**src/rtl/npu_seq.sv**
```systemverilog
// npu_seq: NPU inference sequencer.
// Sequences conv passes (layer x channel), streams FC weights from a host-filled
// FIFO, captures the FC logit and raises a sticky done interrupt.
module npu_seq #(
  parameter int unsigned NUM_PE     = 4,
  parameter int unsigned N_LAYER    = 2,
  parameter int unsigned N_CHAN     = 10,
  parameter int unsigned PIX_CNT    = 132,
  parameter int unsigned FIFO_DEPTH = 8
) (
  input  logic                    clk,
  input  logic                    rst,
  input  logic                    ena,
  input  logic                    wea,
  input  logic [15:0]             addra,
  input  logic [31:0]             dina,
  output logic [31:0]             douta,
  output logic                    conv_trigger,
  output logic                    conv_clear,
  output logic [1:0]              conv_layer,
  output logic [3:0]              conv_chan,
  input  logic                    conv_valid,
  output logic                    fc_start,
  output logic                    fc_w_valid,
  output logic [NUM_PE*8-1:0]     fc_w,
  input  logic                    fc_w_ready,
  input  logic                    fc_done,
  input  logic signed [23:0]      fc_logit,
  output logic                    irq
);

  localparam int unsigned W     = NUM_PE * 8;
  localparam int unsigned PTR_W = $clog2(FIFO_DEPTH);
  localparam int unsigned CNT_W = PTR_W + 1;
  localparam int unsigned PIX_W = $clog2(PIX_CNT + 1);

  typedef enum logic [2:0] {
    IDLE = 3'd0,
    CLR  = 3'd1,
    CONV = 3'd2,
    WAIT = 3'd3,
    STEP = 3'd4,
    FC   = 3'd5,
    DONE = 3'd6
  } state_t;

  state_t            state, state_nxt;
  logic              clr_nxt, trig_nxt, fcs_nxt;
  logic [PIX_W-1:0]  pix;
  logic              auto_q;
  logic              done, ovf;
  logic [23:0]       result;
  logic [W-1:0]      mem [FIFO_DEPTH];
  logic [PTR_W-1:0]  wr_ptr, rd_ptr;
  logic [CNT_W-1:0]  count;
  logic [31:0]       rdata;

  // Host port decode
  logic [2:0]  sel;
  logic [11:0] idx;
  logic        host_wr, host_rd, ctrl_wr, start, abort, step, irq_clr, push_req;
  logic        unused_bits;

  assign sel         = addra[14:12];
  assign idx         = addra[11:0];
  assign host_wr     = ena & wea;
  assign host_rd     = ena & ~wea;
  assign ctrl_wr     = host_wr && (sel == 3'b101) && (idx == 12'd0);
  assign start       = ctrl_wr & dina[0];
  assign abort       = ctrl_wr & dina[2];
  assign step        = ctrl_wr & dina[3];
  assign irq_clr     = host_wr && (sel == 3'b101) && (idx == 12'd1);
  assign push_req    = host_wr && (sel == 3'b011);
  assign unused_bits = addra[15];

  // FIFO status and FC weight stream
  logic fifo_empty, fifo_full, pop, push_ok;
  assign fifo_empty = (count == '0);
  assign fifo_full  = (count == CNT_W'(FIFO_DEPTH));
  assign fc_w_valid = (state == FC) && !fifo_empty;
  assign fc_w       = fc_w_valid ? mem[rd_ptr] : '0;
  assign pop        = fc_w_valid & fc_w_ready;
  assign push_ok    = push_req && (!fifo_full || pop);

  // Pass bookkeeping
  logic last_pass, pass_done;
  assign last_pass = (conv_layer == 2'(N_LAYER - 1)) && (conv_chan == 4'(N_CHAN - 1));
  assign pass_done = (state == WAIT) && conv_valid && (pix == PIX_W'(PIX_CNT - 1));

  // Next-state and control pulse decode; abort overrides everything
  always_comb begin
    state_nxt = state;
    clr_nxt   = 1'b0;
    trig_nxt  = 1'b0;
    fcs_nxt   = 1'b0;
    if (abort) begin
      state_nxt = IDLE;
    end else begin
      case (state)
        IDLE: if (start) state_nxt = CLR;
        CLR:  state_nxt = CONV;
        CONV: state_nxt = WAIT;
        WAIT: if (pass_done) begin
                if (last_pass)   state_nxt = FC;
                else if (auto_q) state_nxt = CLR;
                else             state_nxt = STEP;
              end
        STEP: if (step) state_nxt = CLR;
        FC:   if (fc_done) state_nxt = DONE;
        DONE: state_nxt = IDLE;
        default: state_nxt = IDLE;
      endcase
    end
    clr_nxt  = (state_nxt == CLR);
    trig_nxt = (state_nxt == CONV);
    fcs_nxt  = (state_nxt == FC) && (state != FC);
  end

  // State register and registered control pulses
  always_ff @(posedge clk) begin
    if (rst) begin
      state        <= IDLE;
      conv_clear   <= 1'b0;
      conv_trigger <= 1'b0;
      fc_start     <= 1'b0;
    end else begin
      state        <= state_nxt;
      conv_clear   <= clr_nxt;
      conv_trigger <= trig_nxt;
      fc_start     <= fcs_nxt;
    end
  end

  // Layer / channel / pixel counters; auto mode latched on an accepted start
  always_ff @(posedge clk) begin
    if (rst) begin
      conv_layer <= '0;
      conv_chan  <= '0;
      pix        <= '0;
      auto_q     <= 1'b0;
    end else if (!abort) begin
      if ((state == IDLE) && start) begin
        conv_layer <= '0;
        conv_chan  <= '0;
        pix        <= '0;
        auto_q     <= dina[1];
      end else if ((state == WAIT) && conv_valid) begin
        if (pass_done) begin
          pix <= '0;
          if (conv_chan == 4'(N_CHAN - 1)) begin
            conv_chan  <= '0;
            conv_layer <= (conv_layer == 2'(N_LAYER - 1)) ? 2'd0 : conv_layer + 2'd1;
          end else begin
            conv_chan <= conv_chan + 4'd1;
          end
        end else begin
          pix <= pix + PIX_W'(1);
        end
      end
    end
  end

  // Weight FIFO pointers and occupancy; abort flushes
  always_ff @(posedge clk) begin
    if (rst || abort) begin
      wr_ptr <= '0;
      rd_ptr <= '0;
      count  <= '0;
    end else begin
      if (push_ok) wr_ptr <= wr_ptr + PTR_W'(1);
      if (pop)     rd_ptr <= rd_ptr + PTR_W'(1);
      count <= count + CNT_W'(push_ok) - CNT_W'(pop);
    end
  end

  // Weight FIFO storage
  always_ff @(posedge clk) begin
    if (push_ok) mem[wr_ptr] <= dina[W-1:0];
  end

  // Result capture, sticky done/irq/ovf
  always_ff @(posedge clk) begin
    if (rst) begin
      result <= '0;
      done   <= 1'b0;
      irq    <= 1'b0;
      ovf    <= 1'b0;
    end else begin
      if ((state == FC) && fc_done && !abort) result <= fc_logit;
      if ((state == DONE) && !abort) begin
        done <= 1'b1;
        irq  <= 1'b1;
      end else if (irq_clr) begin
        done <= 1'b0;
        irq  <= 1'b0;
      end
      if (push_req && !push_ok) ovf <= 1'b1;
      else if (irq_clr)         ovf <= 1'b0;
    end
  end

  // Host read mux
  always_comb begin
    rdata = '0;
    case (idx)
      12'd0: begin
        rdata[0]           = done;
        rdata[1]           = (state != IDLE);
        rdata[4:2]         = state;
        rdata[5]           = ovf;
        rdata[8 +: CNT_W]  = count;
      end
      12'd1: rdata = {{8{result[23]}}, result};
      12'd2: begin
        rdata[7:4] = conv_chan;
        rdata[1:0] = conv_layer;
      end
      default: rdata = '0;
    endcase
  end

  // Registered host read data, held between reads
  always_ff @(posedge clk) begin
    if (rst)          douta <= '0;
    else if (host_rd) douta <= rdata;
  end

endmodule
```
**config.mk**
```make
export PLATFORM = sky130hd
export DESIGN_NAME = npu_seq
export DESIGN_NICKNAME = d
export VERILOG_FILES = /design/src/rtl/npu_seq.sv
export SDC_FILE = /design/constraint.sdc
export NUM_CORES = 1
export LEC_CHECK = 0
export ABC_AREA = 1
export BUFFER_PORTS_ARGS = -buffer_cell sky130_fd_sc_hd__buf_2
export CAP_MARGIN = 25
export CORE_ASPECT_RATIO = 1.4
export CORE_MARGIN = 2
export CORE_UTILIZATION = 50
export DETAILED_ROUTE_END_ITERATION = 8
export PLACE_DENSITY = 0.73
export RECOVER_POWER = 50
export SLEW_MARGIN = 10
export SYNTH_ARGS = -nofsm -noshare
export SYNTH_HDL_FRONTEND = slang
export SYNTH_SLANG_ARGS = --single-unit
```
**constraint.sdc**
```tcl
create_clock -name clk -period 6.4 [get_ports clk]
set_clock_uncertainty 0.2 [all_clocks]
set_input_delay 0.32 -clock clk [delete_from_list [all_inputs] [get_ports clk]]
set_output_delay 0.32 -clock clk [all_outputs]
set_load 0.05 [all_outputs]
```
==> impl_metrics.yaml, run 1 <==
run_status:
  status: "complete, but fails checks"
  violations: "max-capacitance violations, max-slew violations"
pwr:
  p_per_area_nw_per_um2: 270
  irDropWorstVdd_v: 0.000174
  power_uw: 4450
  p_leak_uw: 0.00587
finish:
  area_growth_pct: 19.1
  drive_gt1_frac: 0.117
  insertedDiodeCount: 0
  nets: 1567
  fin_cells: 1872
  fin_util: 0.601
cts:
  cts_tree: "yes"
  clockBufferDepth: 3
  clock_sinks: 340
  h-tree-depth: 1
  root_buffer: "clkbuf_16"
  post-cts-setup-buffers: 0
  path_clk_slew_ns: 0.06
  clk_latency_ns: 0.56
  postCtsResizedCells: 0
  cts_made_buffers: 31
route:
  wl_per_cell_um: 16.9
  drt_first_pass_iters: 5
  route.detailed.drc: 0
  routed_via_density: 5.37
  drt_iter0_drc: 570
  wl_um: 31600
  final_antenna_net_count: 0
  dr_total_vias: 10100
timing:
  setup_viol: 0
  post-route-period-util: 0.586
  tns_ns: 0
  rsz0062_at_grt: "false"
  relSlewSlack: -0.0934
  max_freq_mhz: 267
  period_needed_ns: 3.75
  tightestPinTransition_ns: 1.64
  finalMaxSlewViolations: 41
  hold_viol: 0
floorplan:
  io_pins: 154
  core_area_um2: 27400
  std_cell_rows: 72
  start_util: 0.504
  die_h_um: 201
  dieArea_um2: 29000
  fp.dieW_um: 144
worst_setup_path:
  cp_data_required_time_ns: 5.88
  criticalPathCategory: "flip-flop to primary output"
  cp.arrival_ns: 3.23
  path_max_fanout: 65
  cp_slowest_cell: "buf_4"
  critical_path.cell_chain: "buf_4 -> inv_2 -> buf_4 -> o21ai_0 -> o22ai_1 -> o21ai_0 -> a31oi_1 -> buf_2"
  startpoint_type: "flip-flop"
  worstSetupEndpointType: "primary output"
  cpPeakStageDelay_ns: 0.55
  ff2ff_path_depth: 12
  ff2ff_setup_slack_ns: 3.05
yosys:
  yosysTopAreaCellShare: 0.557
  yosys_most_used_dff: "edfxtp_1"
  syn_nets: 1380
  yosysSeqAreaShare: 0.678
  synth_area_um2: 13800
  synth_top_area_cell: "edfxtp_1"
  synth-edff-count: 256
  yosysUniqueCellTypes: 42
  syn_avg_cell_area_um2: 10.7
  netlist_instances: 1291
  synth_warnings: 0
  yosysMostFrequentCell: "nor2_1"
  ys_top_cells_by_count: "nor2_1, edfxtp_1, o21ai_0"
  synthArstFlopShare: 0
  synth.top_cells.by_area: "edfxtp_1, dfxtp_1, nor2_1"
  ys_ff_latch: 340
grt:
  grtUsageTotal: 0.216
  grt_overflow: 0
  antenna_found_initial: 0
  grt_max_degree: 79
  grt_pass1_wl_um: 49500
  grt_pass1_vias: 9874
place:
  dp.cells: 1755
  gp_congestion: 0.851
  numPortBuffers: 152
  hpwlAfterDp_um: 17900
flow_run:
  max_cap_violations: 1
hold_path:
  hold_depth: 6
  hold_class: "input pin to flip-flop"
==> path summary, 6_finish.rpt <==
kind / start / end
worst max-delay path: flip-flop / fc_w[0]
worst min-delay path: addra[0] / douta[6]
worst max register to register: state[2] / mem[1][31]
worst min register to register: result[16] / douta[16]
==> layout by cell type, fill, tap and decap left out, types with 6 or more instances in the layout <==
cell type | synthesis | layout
nor3_1 | 7 | 7
o22ai_1 | 32 | 32
nor2_4 | 2 | 10
dfxtp_1 | 84 | 82
clkbuf_16 | 0 | 32
nand4_1 | 6 | 7
o21ai_0 | 209 | 209
nor2_1 | 301 | 294
a31oi_1 | 33 | 33
buf_2 | 12 | 76
inv_1 | 60 | 62
clkinv_2 | 0 | 6
a21oi_1 | 35 | 35
clkbuf_1 | 50 | 78
edfxtp_1 | 256 | 256
xor2_1 | 6 | 6
dlygate4sd3_1 | 0 | 60
ha_1 | 9 | 9
nand3_1 | 22 | 22
nand2_1 | 114 | 114
buf_4 | 8 | 18
==> state kept, by name, summed over array words and instances (netlist names), 2 cells and up, named ones only <==
name and count:
mem 256, douta 24, result 24, pix 8, conv_chan 4, count 4, rd_ptr 3, state 3
wr_ptr 3, conv_layer 2
==> layer usage <==
metal | GRT usage | part of all wire | vias up
li1 | - | - | 4873
met1 | 0.255 | 0.40 | 4827
met2 | 0.396 | 0.52 | 282
met3 | 0.0322 | 0.052 | 70
met4 | 0.0759 | 0.030 | 0
met5 | 0 | 0 | -
==> what timing repair did <==
item | in CTS | in global routing
setup endpoints to repair | 0 | 0
hold endpoints to repair | 290 | 0
hold buffers | 60 | 0
==> stage by stage <==
step | instance area, µm² | setup WS [ns] | hold slack [ns]
after floorplan | 13800 | 3.08 | 0.219
after global placement | 14900 | 3.08 | 0.246
after detailed placement | 14900 | 3.00 | 0.254
after CTS | 16600 | 2.60 | 0.0774
after global routing | 16500 | 2.43 | 0.130
final | 16500 | 2.65 | 0.104
==> worst max-delay path, delay by kind of cell (launching register included) <==
family,cells,cell delay (ns)
buf+inv,4,1.59
compound gates,4,0.75
flops,1,0.31
==> cell families (layout without fill, tap and decap cells) <==
kind of cell | after synthesis | in the layout | share of synthesized area
AO/OA/AOI/OAI | 323 | 323 | 0.126
adder cells (fa/ha/maj) | 10 | 10 | 0.00960
buffers and inverters | 141 | 352 | 0.0432
XOR/XNOR | 8 | 8 | 0.00507
flip-flops | 340 | 340 | 0.678
AND/OR/NAND/NOR | 469 | 469 | 0.138
==> cell type report <==
type	count	area, µm²
clock buffers	38	873
clock inverters	19	199
fillers	2271	10900
inverters	64	241
multi-input cells	810	3890
flip-flops and latches	340	9370
well taps	370	463
repair buffers	231	1410
==> report_power, final <==
group	switching, µW	total (µW)	internal, µW	leakage [µW]
Clock	785	1910	1130	0.000542
Sequential	5.44	2380	2380	0.00298
Combinational	101	153	52.0	0.00235
Note: power is estimated with default switching activity, not from simulation.
==> run 2, diff against run 1 <==
--- a/config.mk
+++ b/config.mk
@@ -5,7 +5,7 @@
 export SDC_FILE = /design/constraint.sdc
 export NUM_CORES = 1
 export LEC_CHECK = 0
-export ABC_AREA = 1
+export ABC_AREA = 0
 export BUFFER_PORTS_ARGS = -buffer_cell sky130_fd_sc_hd__buf_2
 export CAP_MARGIN = 25
 export CORE_ASPECT_RATIO = 1.4
==> constraint.sdc (replaced) <==
create_clock -name clk -period 3.7 [get_ports clk]
set_clock_uncertainty 0.2 [all_clocks]
set_input_delay 0.185 -clock clk [delete_from_list [all_inputs] [get_ports clk]]
set_output_delay 0.185 -clock clk [all_outputs]
set_load 0.05 [all_outputs]
==> run 2 against run 1 <==
Net effect: the run now ends clean; via count fell by 18%; die area fell by 1.8%; clock power rose by 70%; flip-flop and latch count did not move; routed wire length shrank 9.3%; critical path type is now flip-flop to flip-flop; largest power group unchanged; highest routed layer unchanged.
==> impl_metrics.yaml, run 2 <==
yosys:
  yosysMostFrequentCell: "edfxtp_1"
  syn_nets: 971
  synth_warnings: 0
  yosysTopAreaCellShare: 0.567
  ys_top_cells_by_count: "edfxtp_1, dfxtp_1, nor2_1"
  yosysSeqAreaShare: 0.692
  netlist_instances: 882
  synth.top_cells.by_area: "edfxtp_1, dfxtp_1, mux4_2"
  synthArstFlopShare: 0
  ys_ff_latch: 340
  syn_avg_cell_area_um2: 15.4
  yosys_most_used_dff: "edfxtp_1"
  synth-edff-count: 256
  synth_area_um2: 13500
  synth_top_area_cell: "edfxtp_1"
  yosysUniqueCellTypes: 56
place:
  numPortBuffers: 152
  dp.cells: 1362
  hpwlAfterDp_um: 16700
  gp_congestion: 0.813
worst_setup_path:
  path_max_fanout: 32
  startpoint_type: "flip-flop"
  ff2ff_path_depth: 6
  cp_data_required_time_ns: 3.75
  criticalPathCategory: "flip-flop to flip-flop"
  cp.arrival_ns: 3.15
  worstSetupEndpointType: "flip-flop"
timing:
  relSlewSlack: 0.391
  tightestPinTransition_ns: 0.913
  rsz0062_at_grt: "false"
  max_freq_mhz: 323
  period_needed_ns: 3.10
  tns_ns: 0
  setup_viol: 0
  post-route-period-util: 0.838
  finalMaxSlewViolations: 0
  hold_viol: 0
finish:
  top_regs: "mem (256), douta (24), result (24)"
  layout_common_cells: "edfxtp_1, dfxtp_1, clkbuf_1"
  regMostFlops: "mem"
  largest_reg_flops: 256
  nFillCells: 1966
  layout_commonest_cell: "edfxtp_1"
  multi_input_area_um2: 3930
  fin_cells: 1490
  drive_gt1_frac: 0.207
  insertedDiodeCount: 0
  nets: 1189
  seqCellArea_um2: 9380
  area_growth_pct: 21.8
floorplan:
  io_pins: 154
  start_util: 0.507
  dieArea_um2: 28400
  die_h_um: 199
  core_area_um2: 26700
  std_cell_rows: 71
  fp.dieW_um: 143
grt:
  grtUsageTotal: 0.201
  grt_pass1_vias: 8346
  grt_pass1_wl_um: 44500
  grt_max_degree: 58
  antenna_found_initial: 0
  grt_overflow: 0
route:
  wl_per_cell_um: 19.2
  final_antenna_net_count: 0
  wl_um: 28600
  drt_first_pass_iters: 5
  dr_total_vias: 8252
  routed_via_density: 5.54
  route.detailed.drc: 0
  drt_iter0_drc: 426
hold_path:
  hold_depth: 5
  hold_class: "input pin to flip-flop"
pwr:
  p_leak_uw: 0.00533
  irDropWorstVdd_v: 0.000349
  p_per_area_nw_per_um2: 458
cts:
  cts_made_buffers: 31
  cts_tree: "yes"
  clk_latency_ns: 0.56
  path_clk_slew_ns: 0.07
  clock_sinks: 340
  h-tree-depth: 1
  clockBufferDepth: 3
  root_buffer: "clkbuf_16"
flow_run:
  max_cap_violations: 0
run_status:
  status: "finished clean"
[run 2: cell count changes in the layout (fill, tap and decap cells not counted), moves of 8 or more]
cell | previous run | this run
nand2b_1 | 0 | 8
a31oi_1 | 33 | 0
dlygate4sd3_1 | 60 | 69
mux2i_1 | 0 | 37
nand3_1 | 22 | 50
inv_1 | 62 | 13
o22ai_1 | 32 | 1
nor2b_1 | 0 | 8
buf_12 | 0 | 8
nand2_1 | 114 | 61
nor2_1 | 294 | 63
mux4_2 | 0 | 64
a21oi_1 | 35 | 58
o21ai_0 | 209 | 9
[run 2: worst max-delay path, stage by stage (launching register included)]
cell and delay, ns:
dfxtp_1 0.57, nand3b_1 0.21, o311ai_0 0.52, nand2_1 0.22
or2_0 0.48, nor3b_4 0.30, buf_12 0.26
[run 2: worst paths after layout]
path                            startpoint         end  slack [ns]
worst max-delay path              state[0]  mem[2][14]        0.60
worst min-delay path            conv_valid      pix[7]        0.02
worst min register to register   result[1]   result[1]        0.25
worst max register to register    state[0]  mem[2][14]        0.60
[run 2: where the power goes]
part	switching (µW)	internal [µW]	leakage (µW)
combinational	120	90.9	0.00184
sequential	3.48	4100	0.00298
clock	1370	1870	0.000510
total	1500	6070	0.00533
[run 2: stage by stage]
stage	instance area [µm²]	hold slack (ns)	util	worst slack (ns)	power, µW
finish	16500	0.0188	0.617	0.600	7560
global route	16500	0.0328	0.617	0.360	7770
CTS	16600	0.0235	0.620	0.560	7620
detailed placement	14800	0.244	0.555	0.667	4340
global placement	14800	0.238	0.555	0.692	4340
floorplan	13600	0.0839	-	0.0596	4250
[run 2: cells by family after synthesis]
logic type / share of synthesized area
AOI/OAI and AO/OA: 0.0485
xor gates and xnor gates: 0.00323
adders and majority gates: 0.00979
buffers and inverters: 0.0239
DFF: 0.692
muxes: 0.134
and+or+nand+nor: 0.0893
[run 2: metal layers]
metal | global-route usage | up-vias | routed length, µm
met3 | 0.0320 | 45 | 1650
met4 | 0.0488 | 0 | 581
met1 | 0.245 | 4105 | 11100
met5 | 0 | - | 0
met2 | 0.372 | 274 | 15300
li1 | - | 3828 | -
[run 2: area by class of cell]
| class | count | area share |
|---|---|---|
| inverter | 13 | 0.00296 |
| tap | 365 | 0.0277 |
| multi-input combinational | 469 | 0.238 |
| clock inverter | 17 | 0.0111 |
| sequential | 340 | 0.568 |
| timing repair buffer | 245 | 0.0991 |
| clock buffer | 41 | 0.0529 |
[run 2: what timing repair did]
item,CTS,global route
gates resized for setup,0,0
hold buffers,69,0
setup buffers,0,0
hold endpoints to repair,316,0
